[src/rtl/cic_comb_decimator_if.sv]
// ---------------------------------------------------------------------------
// cic_comb_decimator_if
// Sample bus between an integrator chain and the comb/decimate stage, and
// from the comb/decimate stage to downstream DSP.
//
// Parameters:
//   W   input word width
//   OW  output word width
// Signals:
//   in         [W-1:0]   sample from the integrator chain
//   in_valid             in holds a new sample this cycle
//   out        [OW-1:0]  decimated, differentiated sample
//   out_valid            one-cycle strobe: out holds a new sample
// Modports:
//   master  sample source / result sink (testbench or upstream logic)
//   slave   the comb decimator itself
// ---------------------------------------------------------------------------
interface cic_comb_decimator_if #(
    parameter int W  = 32,
    parameter int OW = 32
);
    logic [W-1:0]  in;
    logic          in_valid;
    logic [OW-1:0] out;
    logic          out_valid;

    modport master (
        output in,
        output in_valid,
        input  out,
        input  out_valid
    );

    modport slave (
        input  in,
        input  in_valid,
        output out,
        output out_valid
    );
endinterface

[src/rtl/cic_comb_decimator.sv]
// ---------------------------------------------------------------------------
// cic_comb_decimator
// Comb/decimate half of a CIC decimator. Keeps every R-th valid input
// sample, runs each kept sample through N cascaded comb stages
// y[n] = x[n] - x[n-M] (one register per stage), and presents the top OW
// bits of the last stage with a one-cycle valid strobe.
//
// Parameters:
//   W   input/internal width, all arithmetic wraps modulo 2^W
//   OW  output width (OW <= W), top OW bits of the stage-N result
//   N   number of comb stages (>= 1)
//   R   decimation ratio (>= 1, 1 = no decimation)
//   M   differential delay per stage (>= 1)
// Ports:
//   clk    single clock, all state on posedge
//   reset  synchronous, active-high; clears phase, stages, delay lines
//   bus    slave side of cic_comb_decimator_if (in, in_valid, out, out_valid)
//
// Optional feature macro: CIC_COMB_ROUND_EN
//   defined   -> out is rounded half-up before narrowing (wraps modulo 2^OW)
//   undefined -> the W-OW LSBs are truncated
//   The rounding add sits in front of the output register, so latency is
//   the same either way. With OW == W the macro has no effect.
// ---------------------------------------------------------------------------
module cic_comb_decimator #(
    parameter int W  = 32,
    parameter int OW = 32,
    parameter int N  = 3,
    parameter int R  = 8,
    parameter int M  = 1
) (
    input  logic              clk,
    input  logic              reset,
    cic_comb_decimator_if.slave bus
);

    // Phase counter width; a 1-bit counter that never leaves 0 when R == 1.
    localparam int PW = (R > 1) ? $clog2(R) : 1;
    localparam logic [PW-1:0] PHASE_LAST = PW'(R - 1);

`ifdef CIC_COMB_ROUND_EN
    // Half an output LSB, expressed at the internal width.
    localparam int RSH = (W > OW) ? (W - OW - 1) : 0;
    localparam logic [W-1:0] ROUND_HALF = (W > OW) ?
        ({{(W-1){1'b0}}, 1'b1} << RSH) : {W{1'b0}};
`endif

    logic [PW-1:0] phase_r;
    logic [W-1:0]  res_r  [N];
    logic [W-1:0]  dly_r  [N][M];
    logic [N-1:0]  vld_r;
    logic [OW-1:0] out_r;

    logic          keep_s;
    logic [W-1:0]  x_s    [N];
    logic [N-1:0]  v_s;
    logic [W-1:0]  diff_s [N];

    // Narrow a stage result to the output width (optionally rounded).
    function automatic logic [OW-1:0] narrow(input logic [W-1:0] v);
        logic [W-1:0] t;
        t = v;
`ifdef CIC_COMB_ROUND_EN
        t = v + ROUND_HALF;
`endif
        return t[W-1 -: OW];
    endfunction

    // Decimation decision and stage input/difference wiring.
    always_comb begin
        keep_s = bus.in_valid && (phase_r == PHASE_LAST);
        x_s[0] = bus.in;
        v_s[0] = keep_s;
        for (int k = 1; k < N; k++) begin
            x_s[k] = res_r[k-1];
            v_s[k] = vld_r[k-1];
        end
        // The oldest entry of each delay line is x[n-M] for that stage.
        for (int k = 0; k < N; k++) begin
            diff_s[k] = x_s[k] - dly_r[k][M-1];
        end
    end

    // Phase counter, comb stages, delay lines and output register.
    always_ff @(posedge clk) begin
        if (reset) begin
            phase_r <= {PW{1'b0}};
            vld_r   <= {N{1'b0}};
            out_r   <= {OW{1'b0}};
            for (int k = 0; k < N; k++) begin
                res_r[k] <= {W{1'b0}};
                for (int j = 0; j < M; j++) begin
                    dly_r[k][j] <= {W{1'b0}};
                end
            end
        end else begin
            // Phase only moves on valid input; gaps leave it untouched.
            if (bus.in_valid) begin
                if (phase_r == PHASE_LAST) begin
                    phase_r <= {PW{1'b0}};
                end else begin
                    phase_r <= phase_r + PW'(1);
                end
            end else begin
                phase_r <= phase_r;
            end

            // A stage only computes and shifts its delay line when its input
            // is valid; idle cycles hold everything so the history stays in
            // sample time rather than clock time.
            for (int k = 0; k < N; k++) begin
                if (v_s[k]) begin
                    res_r[k]    <= diff_s[k];
                    dly_r[k][0] <= x_s[k];
                    for (int j = 1; j < M; j++) begin
                        dly_r[k][j] <= dly_r[k][j-1];
                    end
                    vld_r[k] <= 1'b1;
                end else begin
                    vld_r[k] <= 1'b0;
                end
            end

            // The output register is loaded in parallel with the last stage
            // so narrowing/rounding costs no extra cycle.
            if (v_s[N-1]) begin
                out_r <= narrow(diff_s[N-1]);
            end else begin
                out_r <= out_r;
            end
        end
    end

    assign bus.out       = out_r;
    assign bus.out_valid = vld_r[N-1];

endmodule

[src/flat_wrapper.sv]
// flat-port wrapper written by rule: the top's interface ports become plain ports
module cic_comb_decimator_flat 
#(
    parameter int W  = 32,
    parameter int OW = 32,
    parameter int N  = 3,
    parameter int R  = 8,
    parameter int M  = 1
)
  (clk, reset, bus_in, bus_in_valid, bus_out, bus_out_valid);
  cic_comb_decimator_if #(.W(W), .OW(OW)) bus_i ();
  input  logic clk;
  input  logic reset;
  input wire logic [$bits(bus_i.in)-1:0] bus_in;
  input wire logic [$bits(bus_i.in_valid)-1:0] bus_in_valid;
  output wire logic [$bits(bus_i.out)-1:0] bus_out;
  output wire logic [$bits(bus_i.out_valid)-1:0] bus_out_valid;
  assign bus_i.in = bus_in;
  assign bus_i.in_valid = bus_in_valid;
  assign bus_out = bus_i.out;
  assign bus_out_valid = bus_i.out_valid;
  cic_comb_decimator #(.W(W), .OW(OW), .N(N), .R(R), .M(M)) u_core (.clk(clk), .reset(reset), .bus(bus_i));
endmodule
[config.mk]
export PLATFORM = sky130hd
export DESIGN_NAME = cic_comb_decimator_flat
export DESIGN_NICKNAME = d
export VERILOG_FILES = /design/src/rtl/cic_comb_decimator_if.sv /design/src/rtl/cic_comb_decimator.sv /design/src/flat_wrapper.sv
export SDC_FILE = /design/constraint.sdc
export NUM_CORES = 1
export LEC_CHECK = 0
export ABC_AREA = 0
export CORE_ASPECT_RATIO = 0.75
export CORE_UTILIZATION = 40
export DETAILED_ROUTE_END_ITERATION = 8
export PLACE_DENSITY = 0.6
export SYNTH_ARGS = -nofsm -noshare
export SYNTH_HDL_FRONTEND = slang
export SYNTH_SLANG_ARGS = --single-unit
[constraint.sdc]
create_clock -name clk -period 3.7 [get_ports clk]
set_input_delay 0.74 -clock clk [delete_from_list [all_inputs] [get_ports clk]]
set_output_delay 0.74 -clock clk [all_outputs]
set_load 0.01 [all_outputs]
**Yosys cells after proc, flatten, opt, wreduce, memory -nomap -nowiden**

Memories as Yosys holds them, arrays and structs flattened.
Index checks and enable logic that the tools add are counted.

- Flip-flop bits (word level): 38
- Memory bits (writable): 192
- Input bits: 35
- Output and inout bits: 33
- Word-level logic and storage cells: 35
- Memories: 2

Memory list:

| name | depth | width | rd ports | clocked after memory_dff | write ports | RTL line | text |
|---|---|---|---|---|---|---|---|
| u_core.dly_r | 3 | 32 | 3 | 0 | 3 | cic_comb_decimator.sv:50 | `logic [W-1:0] dly_r [N][M];` |
| u_core.res_r | 3 | 32 | 2 | 0 | 3 | cic_comb_decimator.sv:49 | `logic [W-1:0] res_r [N];` |

- $add $sub $neg: 4
- Equal/unequal tests: 1
- Muxes and demuxes: 18
- Bitwise operators: 6
- Reduce and logical (&&, ||, !) cells: 1

Operators by type and width:

| kind | count |
|---|---|
| 32-bit two-way mux | 6 |
| 32-bit subtractor | 3 |
| 1-bit two-way mux | 11 |
| 1-bit OR | 6 |
| 3-bit by 1-bit adder with 3-bit output, second input constant | 1 |
| 3-bit == test, second input constant | 1 |
| 3-bit two-way mux | 1 |
| 1-bit logical AND | 1 |

**Logic depth before layout (Yosys ltp)**

Gate-level depths: netlist (run 1).

- Depth in word-level cells: 6
- Depth in mapped cells: 12
- Gate-level depth less buffers: 12

**Least setup slack after synthesis (run 1)**

No wires, ideal clock.

- Path type: input-to-reg
- Start: input bus_in[0]
- End: memory u_core.res_r[0][30], data pin
- Library setup time: 0.174 ns
- Arrival time: 2.957 ns
- Required time: 3.526 ns
- Slack: 0.568 ns
- Cell stages on the path: 12
- Buffers on the path: 0
- Path through: inv_1 -> ha_1 -> fa_1 -> nor2b_1 -> o21ai_1 -> a21oi_1 -> o211ai_1 -> a21o_1 -> a21o_1 -> o31ai_1 -> nor3b_1 -> a311oi_1

RTL lines:

| item | RTL line | text |
|---|---|---|
| start: declaration | flat_wrapper.sv:14 | `input wire logic [$bits(bus_i.in)-1:0] bus_in;` |
| end: declaration | cic_comb_decimator.sv:49 |  |

==> results.toml, run 1 <==
[finish]
fillers = 2818
multiInputGateArea_sq_mm = 0.006087
syn_to_final_growth_pct = 14.83
design_area_sq_mm = 0.01403
antenna_cells = 0
seq_area_sq_mm = 0.005565
final_util = 0.4665
drive_gt1_frac = 0.05626
fin_nets = 1453

[power_and_ir_drop]
finalPower_uw = 5021
ir_drop_v = 0.0003007
p_leak_uw = 0.005746
powerDensity_mw_per_mm2 = 357.9

[clock_network]
cts_root_buffer = "clkbuf_16"
clock-sinks = 198
cts_made_buffers = 17
cts_tree = "built"
clockBufferDepth = 2
clk_latency_ps = 440
htree_levels = 4
cts_resized = 0
post-cts-setup-buffer-count = 0
ctsHoldBuffers = 0
path_clk_slew_ps = 70

[synthesis]
synth_area_leaders = "edfxtp_1 39%, ha_1 9.7%, dfxtp_1 6.2%"
ys_ff_latch = 198
synth-compound-area-share = 0.1585
synth_edf_count = 160
synth_cell_types = 69
synthSimpleGateAreaFrac = 0.1714
synth_area_sq_mm = 0.01222
synthAdderAreaFrac = 0.1022
yosysWarnings = 0
yosys.area.top_type_share = 0.3933
synth.area.mux_share = 0.01587
synth_top_family_by_area = "simple AND/OR/NAND/NOR gates"
synthCells = 1244
async_flop_share = 0
synth.most_common_cell = "edfxtp_1"
synth_nets = 1377
ys_seq_area_frac = 0.4556
netlist.top_cell.by_area = "edfxtp_1"
avgSynthCellArea_sq_um = 9.821
synth_xor_xnor_area_share = 0.04947
synthFlopType = "edfxtp_1"
synth_common_cells = "160 x edfxtp_1, 135 x nor2_1, 113 x inv_1"

[grt]
grt_first_pass_wirelength_um = 38960
grt_max_degree = 66
antenna_found_initial = 0
grtUsageTotal = 0.1528
grt_pass1_vias = 7840
overflow = 0

[place]
hpwl_um = 17160
io_buffer_count = 67
place_area_sq_mm = 0.01349
pre_cts_ws_ps = -130.3
gp_congestion = 0.8554

[timing]
fin_skew_ps = 11.23
drv_slew = 0
relSlewSlack = 0.5482
fmax_ghz = 0.2953
whs_ps = 444.3
setup_viol = 0
final_hold_viol_count = 0
period_minus_slack_ps = 3386
tightest_slew_ps = 669.0
finalWorstSetupSlack_ps = 314.1
fin_crit_sh = 0.9151
rsz0062_at_grt = "false"

[detailed_routing]
dr_total_vias = 8413
ant_nets = 0
drtIter0Drc = 459
vias_per_cell = 4.857
wl_um = 22970
first_pass_iters = 5
drc = 0
wl_per_cell_um = 13.26

[floorplan]
io_pins = 68
rows = 55
die_area_sq_mm = 0.03125
coreArea_sq_mm = 0.03007
dieWidth_um = 203.8
start_util = 0.4062
dieHeight_um = 153.4

[setup_path]
endpoint_kind = "flop"
timing.rr.start = "u_core.dly_r[0][32]$_SDFFCE_PN0P_"
cp_slowest_stage_delay_ps = 450
crit_type = "input pin to flop"
crit_chain = "clkdlybuf4s50_1 -> inv_1 -> ha_1 -> fa_1 -> nor2b_1 -> o21ai_1 -> a21oi_1 -> o211ai_1 -> a21o_1 -> a21o_1 -> o31ai_1 -> buf_4 -> nor3b_1 -> a311oi_1"
critPathTopFamily = "compound AO/OA/AOI/OAI gates"
cpMostUsedCell = "a21o_1"
cp_slowest_cell = "clkdlybuf4s50_1"
critPathMaxFanout = 3
worst_setup_path_start_kind = "input pin"
worstPathRequired_ps = 3960
r2r-end = "u_core.res_r[0][62]$_SDFFCE_PN0P_"
critical_path_buf_inv_count = 3
arrival_ps = 3650
r2r.worst_path.cells = 11
r2r_setup_slack_ps = 560

[run]
cap_violations = 0

[worst_hold_path]
hold_path_depth = 2
hold_class = "flop to flop"
holdPathEnd = "u_core.bus.out[27]$_SDFFE_PP0P_"
min_from = "u_core.bus.out[27]$_SDFFE_PP0P_"

[outcome]
outcome = "complete, no violations"
## registers in the layout, indices dropped and copies added, names as in the netlist
signal          cells
u_core.bus.out     32
u_core.res_r       64
u_core.dly_r       96
u_core.phase_r      3
u_core.vld_r        3
## cell type report
cell class / count / area share
clock inverters: 12 / 0.006868
flip-flops and latches: 198 / 0.3967
well taps: 399 / 0.03559
repair buffers: 95 / 0.06457
multi-input cells: 894 / 0.4339
inverters: 114 / 0.03050
clock buffers: 20 / 0.03184
## how the worst max path moves through the flow
stage | endpoint | start | slack [ps] | depth (start not counted)
final | u_core.res_r[0][30]$_SDFFCE_PN0P_ | bus_in[0] | 310 | 14
after global routing | u_core.res_r[0][30]$_SDFFCE_PN0P_ | bus_in[0] | 130 | 14
after CTS | u_core.res_r[0][30]$_SDFFCE_PN0P_ | bus_in[0] | 320 | 14
after detailed placement | u_core.res_r[0][30]$_SDFFCE_PN0P_ | bus_in[0] | -130 | 14
after global placement | u_core.res_r[0][30]$_SDFFCE_PN0P_ | bus_in[0] | -80 | 14
after floorplan | u_core.res_r[0][30]$_SDFFCE_PN0P_ | bus_in[0] | 570 | 12
## through the flow
stage | TNS (ps) | std cells
after floorplan | 0 | 1244
after global placement | -192.5 | 1700
after detailed placement | -444.3 | 1700
after CTS | 0 | 1732
after global routing | 0 | 1732
final | 0 | 1732
## routing by layer
metal,global-route usage,wire (um),part of all wire
met3,0.02921,745,0.032
met4,0.03652,184,0.0080
met5,0,0,0
met2,0.2169,9089,0.40
met1,0.2351,12950,0.56
## cell usage in the layout (no fill, tap or decap), types with 8 or more instances in the layout
master	n
edfxtp_1	160
nor2_1	135
inv_1	113
and2_1	96
ha_1	95
a21oi_1	83
nand2_1	69
clkdlybuf4s50_1	67
a21o_1	57
xnor2_1	47
dfxtp_1	38
o21ai_1	35
buf_4	26
nor3_1	24
xor2_1	22
nand3_1	19
o21ai_0	18
o21a_1	17
clkbuf_16	17
nor2b_1	16
mux2i_1	16
nand2b_1	15
nand4_1	12
a211oi_1	8
o31ai_1	8
## tightest hold or removal path, delay by kind of cell (launching register included)
| kind | cells | cell delay, ps |
|---|---|---|
| flops | 1 | 310 |
| simple gates | 1 | 50 |
| compound gates | 1 | 50 |
## where the power goes
| part | total [uW] | switching [uW] | leakage, uW | internal [uW] |
|---|---|---|---|---|
| Clock | 1730 | 842 | 0.000260 | 891 |
| Combinational | 802 | 449 | 0.00353 | 354 |
| Sequential | 2490 | 27.1 | 0.00196 | 2460 |
| Total | 5020 | 1320 | 0.00575 | 3700 |
## cell families (layout without fill, tap and decap cells)
logic type / Yosys count / count (layout)
AND/OR/NAND/NOR: 421 / 421
AO/OA/AOI/OAI: 287 / 287
flip-flops: 198 / 198
buffers and inverters: 152 / 241
adder cells (fa/ha/maj): 98 / 98
XOR/XNOR: 69 / 69
multiplexers: 19 / 19
Note: power is estimated with default switching activity, not from simulation.
==> inputs of run 2 (changes only) <==
--- a/config.mk
+++ b/config.mk
@@ -10,6 +10,7 @@
 export CORE_UTILIZATION = 40
 export DETAILED_ROUTE_END_ITERATION = 8
 export PLACE_DENSITY = 0.6
+export SETUP_SLACK_MARGIN = 0.05
 export SYNTH_ARGS = -nofsm -noshare
 export SYNTH_HDL_FRONTEND = slang
 export SYNTH_SLANG_ARGS = --single-unit
==> results of run 2 <==
No change in the layout: final DEF, timing and power equal those of run 1.
==> inputs of run 3 (changes only) <==
--- a/config.mk
+++ b/config.mk
@@ -8,6 +8,7 @@
 export ABC_AREA = 0
 export CORE_ASPECT_RATIO = 0.75
 export CORE_UTILIZATION = 40
+export CTS_CLUSTER_DIAMETER = 80
 export DETAILED_ROUTE_END_ITERATION = 8
 export PLACE_DENSITY = 0.6
 export SETUP_SLACK_MARGIN = 0.05
==> results of run 3 <==
No change in the layout: final DEF, timing and power equal those of run 1.
